===== config.mk =====
export PLATFORM = sky130hd
export DESIGN_NAME = countdown_digit_timer
export DESIGN_NICKNAME = d
export VERILOG_FILES = /design/src/rtl/countdown_digit_timer.sv
export SDC_FILE = /design/constraint.sdc
export NUM_CORES = 1
export LEC_CHECK = 0
export ABC_AREA = 1
export BUFFER_PORTS_ARGS = -buffer_cell sky130_fd_sc_hd__buf_2
export CORE_MARGIN = 1.5
export CORE_UTILIZATION = 44
export DETAILED_ROUTE_END_ITERATION = 16
export PLACE_DENSITY = 0.74
export SYNTH_ARGS = -nofsm -noshare
export SYNTH_HDL_FRONTEND = slang
export SYNTH_SLANG_ARGS = --single-unit

===== constraint.sdc =====
create_clock -name clock -period 1.2 [get_ports clock]
set_input_delay 0.06 -clock clock [delete_from_list [all_inputs] [get_ports clock]]
set_output_delay 0.06 -clock clock [all_outputs]
set_load 0.01 [all_outputs]

===== src/rtl/countdown_digit_timer.sv =====
// Two-digit BCD countdown timer (00-99) driven by a one-second tick pulse.
// Optional macro AUTO_RELOAD_EN: reload the presets on expiry and keep running.
module countdown_digit_timer #(
  parameter logic [3:0] DEFAULT_TENS = 4'd3,
  parameter logic [3:0] DEFAULT_ONES = 4'd0
) (
  input  logic       clock,
  input  logic       reset,
  input  logic       i_tick_in,
  output logic       o_tick_enable,
  input  logic       i_load,
  input  logic [3:0] i_load_tens,
  input  logic [3:0] i_load_ones,
  input  logic       i_start,
  input  logic       i_pause,
  output logic [3:0] o_tens,
  output logic [3:0] o_ones,
  output logic       o_running,
  output logic       o_expired
);

  typedef enum logic [1:0] {S_IDLE, S_RUN, S_PAUSE, S_DONE} state_t;

  state_t     r_state, w_state_next;
  logic [3:0] r_tens, r_ones;
  logic [3:0] w_tens_next, w_ones_next;
  logic [3:0] w_load_tens, w_load_ones;
  logic [3:0] w_dec_tens, w_dec_ones;
  logic       w_is_zero, w_dec_is_zero, w_tick_run;

  // Out-of-range preset nibbles fall back to the defaults so digits stay BCD.
  assign w_load_tens = (i_load_tens > 4'd9) ? DEFAULT_TENS : i_load_tens;
  assign w_load_ones = (i_load_ones > 4'd9) ? DEFAULT_ONES : i_load_ones;

  assign w_is_zero     = (r_tens == 4'd0) && (r_ones == 4'd0);
  assign w_dec_ones    = (r_ones != 4'd0) ? r_ones - 4'd1 : 4'd9;
  assign w_dec_tens    = (r_ones != 4'd0) ? r_tens : r_tens - 4'd1;
  assign w_dec_is_zero = (r_tens == 4'd0) && (r_ones == 4'd1);
  assign w_tick_run    = (r_state == S_RUN) && i_tick_in && !w_is_zero;

`ifdef AUTO_RELOAD_EN
  logic [3:0] r_preset_tens, r_preset_ones;
  logic       r_expire_pulse;

  always_ff @(posedge clock) begin
    if (!reset) begin
      r_preset_tens  <= DEFAULT_TENS;
      r_preset_ones  <= DEFAULT_ONES;
      r_expire_pulse <= 1'b0;
    end else begin
      if (i_load) begin
        r_preset_tens <= w_load_tens;
        r_preset_ones <= w_load_ones;
      end
      r_expire_pulse <= !i_load && w_tick_run && w_dec_is_zero;
    end
  end
`endif

  always_ff @(posedge clock) begin
    if (!reset) begin
      r_state <= S_IDLE;
    end else begin
      r_state <= w_state_next;
    end
  end

  always_comb begin
    w_state_next = r_state;
    if (i_load) begin
      w_state_next = S_IDLE;
    end else begin
      case (r_state)
        S_IDLE: begin
          if (i_start) w_state_next = w_is_zero ? S_DONE : S_RUN;
        end
        S_RUN: begin
          if (i_pause) w_state_next = S_PAUSE;
`ifndef AUTO_RELOAD_EN
          // Reaching 00 ends the run even when pause arrives with the last tick.
          if (w_tick_run && w_dec_is_zero) w_state_next = S_DONE;
`endif
        end
        S_PAUSE: begin
          if (i_start && !i_pause) w_state_next = w_is_zero ? S_DONE : S_RUN;
        end
        default: w_state_next = S_DONE;
      endcase
    end
  end

  always_comb begin
    w_tens_next = r_tens;
    w_ones_next = r_ones;
    if (i_load) begin
      w_tens_next = w_load_tens;
      w_ones_next = w_load_ones;
    end else if (w_tick_run) begin
`ifdef AUTO_RELOAD_EN
      if (w_dec_is_zero) begin
        w_tens_next = r_preset_tens;
        w_ones_next = r_preset_ones;
      end else begin
        w_tens_next = w_dec_tens;
        w_ones_next = w_dec_ones;
      end
`else
      w_tens_next = w_dec_tens;
      w_ones_next = w_dec_ones;
`endif
    end
  end

  always_ff @(posedge clock) begin
    if (!reset) begin
      r_tens <= DEFAULT_TENS;
      r_ones <= DEFAULT_ONES;
    end else begin
      r_tens <= w_tens_next;
      r_ones <= w_ones_next;
    end
  end

  // Outputs decode the registered state, so tick_enable and running fall together.
  always_comb begin
    o_running     = (r_state == S_RUN);
    o_tick_enable = (r_state == S_RUN);
`ifdef AUTO_RELOAD_EN
    o_expired     = (r_state == S_DONE) || r_expire_pulse;
`else
    o_expired     = (r_state == S_DONE);
`endif
  end

  assign o_tens = r_tens;
  assign o_ones = r_ones;

endmodule

# [Word-level counts from Yosys, hierarchy flattened]
# Index checks and enable logic that the tools add are counted.
# Widths: inputs -> output; s select.
[word_totals] register_bits=10 inputBits=14 out_inout_bits=11 word_cells=46
[op_classes] addsub=2 order_cmp=2 eq_ne=8 muxes=14 n_bitwise=1 reduce_logical=16
[op_table] op="$mux 4" n=8
[op_table] op="$mux 2" n=5
[op_table] op="$gt 4x4->1 const B" n=2
[op_table] op="$logic_not 4->1" n=2
[op_table] op="$sub 4x1->4 const B" n=2
[op_table] op="$logic_and 1x1->1" n=6
[op_table] op="$ne 2x2->1 const B" n=3
[op_table] op="$pmux 2 s3" n=1
[op_table] op="$eq 2x2->1 const B" n=2
[op_table] op="$eq 4x1->1 const B" n=1
[op_table] op="$reduce_bool 4->1" n=1
[op_table] op="$ne 3x2->1 const B" n=1
[op_table] op="$reduce_and 3->1" n=1
[op_table] op="$eq 2x1->1 const B" n=1
[op_table] op="$logic_not 1->1" n=2
[op_table] op="$logic_not 2->1" n=1
[op_table] op="$reduce_and 2->1" n=1
[op_table] op="$reduce_bool 2->1" n=1
[op_table] op="$reduce_or 2->1" n=1
[op_table] op="$not 1->1" n=1

# [Longest topological paths before layout]
[depth] depth_word=7 depth_mapped=9 mapped_depth_nobuf=9

# [Worst setup path before layout]
# OpenSTA, ideal clock, no wires.
[synth_path] path_kind="register -> register" from="reg r_tens[0], in the netlist o_tens[0]" to="reg r_tens[3], in the netlist o_tens[3]" setup_ns=0.113 t_arrival_ns=1.163 required_ns=1.087 setup_slack_ns=-0.076 path_stages_with_launch=10 path_buffers=0 synth_period_minus_slack_ns=1.276 path_cell_list="dfxtp_1 -> inv_1 -> ha_1 -> nand3_2 -> o21ai_2 -> nand2_4 -> nand2_4 -> nand2_1 -> nand2_1 -> nor2_1"
[synth_via] elab_chain_len=6 elab_cells_between_ends=10 cone_classes="1 x add/sub; 3 x mux; 6 x reduce/logical"
[synth_lines] item="start, declared" line="25" source="logic [3:0] r_tens, r_ones;"
[synth_lines] item="start signal, assigned" line="119" source="r_tens <= w_tens_next;"
[synth_lines] item="parallel branches: the longest is 6 deep, another holds $sub 4x1->4"
# Several ways; the timed one is not identified. The select of a mux whose other input is x is not followed.
# A chain may end at the register's enable or synchronous reset.

# [Final worst setup path]
[layout_path] from="reg r_tens[1], in the netlist o_tens[1]" to="reg r_tens[3], in the netlist o_tens[3]"
# Same word-level chain as after synthesis.

==> run metrics <==
status complete, but fails checks; violated checks setup timing; #FFs+latches synth 10; GRT Overall Usage 0.2172; slowest cell on the critical path dfxtp_2; port bufs 24; Cell variety after synth 22; Mapped Avg Cell Area 6.351 µm²; Nets 173; final hold viol count 0; largest net degree at the start of global routing 10; 1st-iter DRT viols 25; row cnt 14; CP Capture Point o_tens[3]; post-CTS setup buffers 0; Worst setup SP type flop; Ys Warns 0; worst skew pair latency 0.27 ns; Finished Core Util 0.6769; Net Sw Frac 0.3485; Setup Skew 0.005503 ns; CTS tree done; CTS root buf clkbuf_4; CTS Sinks 10; total grt overflow 0; final non-filler cell total 171; DRC viols 0; Pwr Density 932.3 nW/µm²; Clk pwr share 0.239; Yosys top cell by area dfxtp_1; Final setup viols 5; Hold WC Path Type in2reg; Tot Pwr 0.9729 mW; critical path capture point type flop; max_slew headroom 0.8254; Area after DPL 975.9 µm²; met3 Use GR 0.04898; CP arrival 1.40 ns; DP Wirelength 1533 µm; worst r2r src o_tens[1]; Max Slew Vio Count 0; Sequential Power Share 0.394; maxcap violations 0; sequential element share of the synthesized area 0.2671; Starting Density 0.4862; CTS buffer count 3; Setup WS post-layout -0.03694 ns; NetSw 0.3390 mW; r2r worst-path depth 9; die width 44.27 µm; hold_ws 0.05229 ns; capturing point of the worst reg2reg path o_tens[3]; final worst path period need 1.237 ns; die area 1960 µm²; vias in the first global route 807; peak supply drop 583.9 µV; GPL Wtd Cong 0.8050; setup_tns -0.1112 ns; drt wl/cell 11.17 µm; Die H 44.27 µm; post-place setup slack -0.04263 ns; flop2flop setup slack -0.04 ns; # IOs 25; via count 875; crit-path cells inv_2 -> ha_4 -> nand3_4 -> o21ai_4 -> nand2_4 -> nand2_4 -> nand2_1 -> nand2_1 -> nor2_1; cell area after layout 1044 µm²; fill count 141; Critical Path Source o_tens[1]; worst slew pin tran 0.2616 ns; Setup CP Type reg2reg; ratio of cells with drive above 1 in the final layout 0.4258; first-pass GRT wire length 3160 µm; ANT cells 0; RSZ-0062 raised after global routing true; DRT Pass-1 Iters 6; Cell Area, Synth 749.5 µm²; clk slew on worst S/H paths 0.07 ns; GR Util met2 0.3853; post-synth top area share 0.2671; drt total wl 1910 µm; max incr delay on CP 0.32 ns; Antenna Violating Nets Remaining 0; Int Power 0.6338 mW; htree depth 1; vias per cell 5.117; Area contributors post-synth dfxtp_1, nand2_1, nand3_1; Mapped Cells 118; crit-path max FO 9; CORE AREA 1541 µm²; syn nets 134; Tcrit/Tclk final 1.031; part of the power in combinational logic 0.367; initial antenna violation count 0; CP Data Required Time 1.37 ns; fmax 808.4 MHz; Clock Path Buffers 2; cts hold-fix bufs 0; gr busiest metal met2; Area Overhead vs Synth 39.23%; grt met1 use 0.2556; LEAKAGE 0.5443 nW; placed cell count 168
## power by group through the flow
stage	combinational, mW	sequential (mW)	clock [mW]
finish	0.357	0.383	0.233
global route	0.396	0.386	0.257
global placement	0.327	0.387	0
CTS	0.337	0.381	0.242
detailed placement	0.333	0.388	0
floorplan	0.179	0.409	0
## cell usage in the layout, fill, tap and decap left out, drive strengths merged
master and count:
a21oi 5, clkbuf 3, buf 37, inv 20, xnor2 1, o21ai 11, dfxtp 10, nand3 17
nand2 26, nor3 1, nor2 18, ha 2, nand4 4
## logic make-up after synthesis
logic type | synth area share
and+or+nand+nor | 0.4307
DFF | 0.2671
buffers and inverters | 0.1352
adders and majority gates | 0.03338
AOI/OAI and AO/OA | 0.1219
xor gates and xnor gates | 0.01169
## critical path: cells and delay by family, from the launching register on
family | cells | cell delay [ns]
AND/OR/NAND/NOR | 6 | 0.43
flip-flops | 1 | 0.32
adder cells (fa/ha/maj) | 1 | 0.15
AO/OA/AOI/OAI | 1 | 0.15
buffers and inverters | 1 | 0.08
## what timing repair did
action,4_1_cts,5_1_grt
endpoints found under the hold margin,0,0
setup endpoints to repair,8,10
resized for setup,0,15
pin swaps,1,4
## worst min path at each step
| stage | start | cells past startpoint | to | slack [ns] |
|---|---|---|---|---|
| 2_1_floorplan | reset | 1 | o_tens[1] | 0.14 |
| 3_3_place_gp | reset | 2 | o_tens[1] | 0.33 |
| 3_5_place_dp | reset | 2 | o_tens[0] | 0.32 |
| 4_1_cts | reset | 2 | o_tens[0] | 0.04 |
| 5_1_grt | reset | 2 | o_tens[1] | 0.05 |
| 6_report | reset | 2 | o_tens[1] | 0.05 |
## cells in the mapped netlist
cell	count
nand2_1	22
inv_1	19
nand3_1	16
nor2_1	15
dfxtp_1	10
o21ai_0	9
nand4_1	4
a21oi_1	3
a21oi_2	2
buf_4	2
ha_1	2
nand2_2	2
nand2_4	2
nor2_4	2
buf_6	1
inv_2	1
nand3_2	1
nor2_2	1
nor3_1	1
o21ai_1	1
o21ai_2	1
xnor2_1	1
## flip-flops by register name (all words and copies together) (netlist names)
signal / flops
o_ones: 4
o_tens: 4
r_state: 2
## final cells by class
| cell class | count | area [µm²] | area share |
|---|---|---|---|
| Sequential cell | 10 | 207.7 | 0.1990 |
| Inverter | 20 | 77.57 | 0.07434 |
| Timing Repair Buffer | 37 | 221.5 | 0.2122 |
| Tap cell | 16 | 20.02 | 0.01918 |
| Multi-Input combinational cell | 85 | 494.2 | 0.4736 |
| Clock buffer | 3 | 22.52 | 0.02158 |
## per-layer routing
metal,part of all wire,up-vias,wire length [µm]
met3,0.050,2,96
met2,0.52,25,986
met5,0,-,0
met1,0.43,395,816
li1,-,453,-
met4,0.0052,0,10
Power figures use the tool's default switching activity.
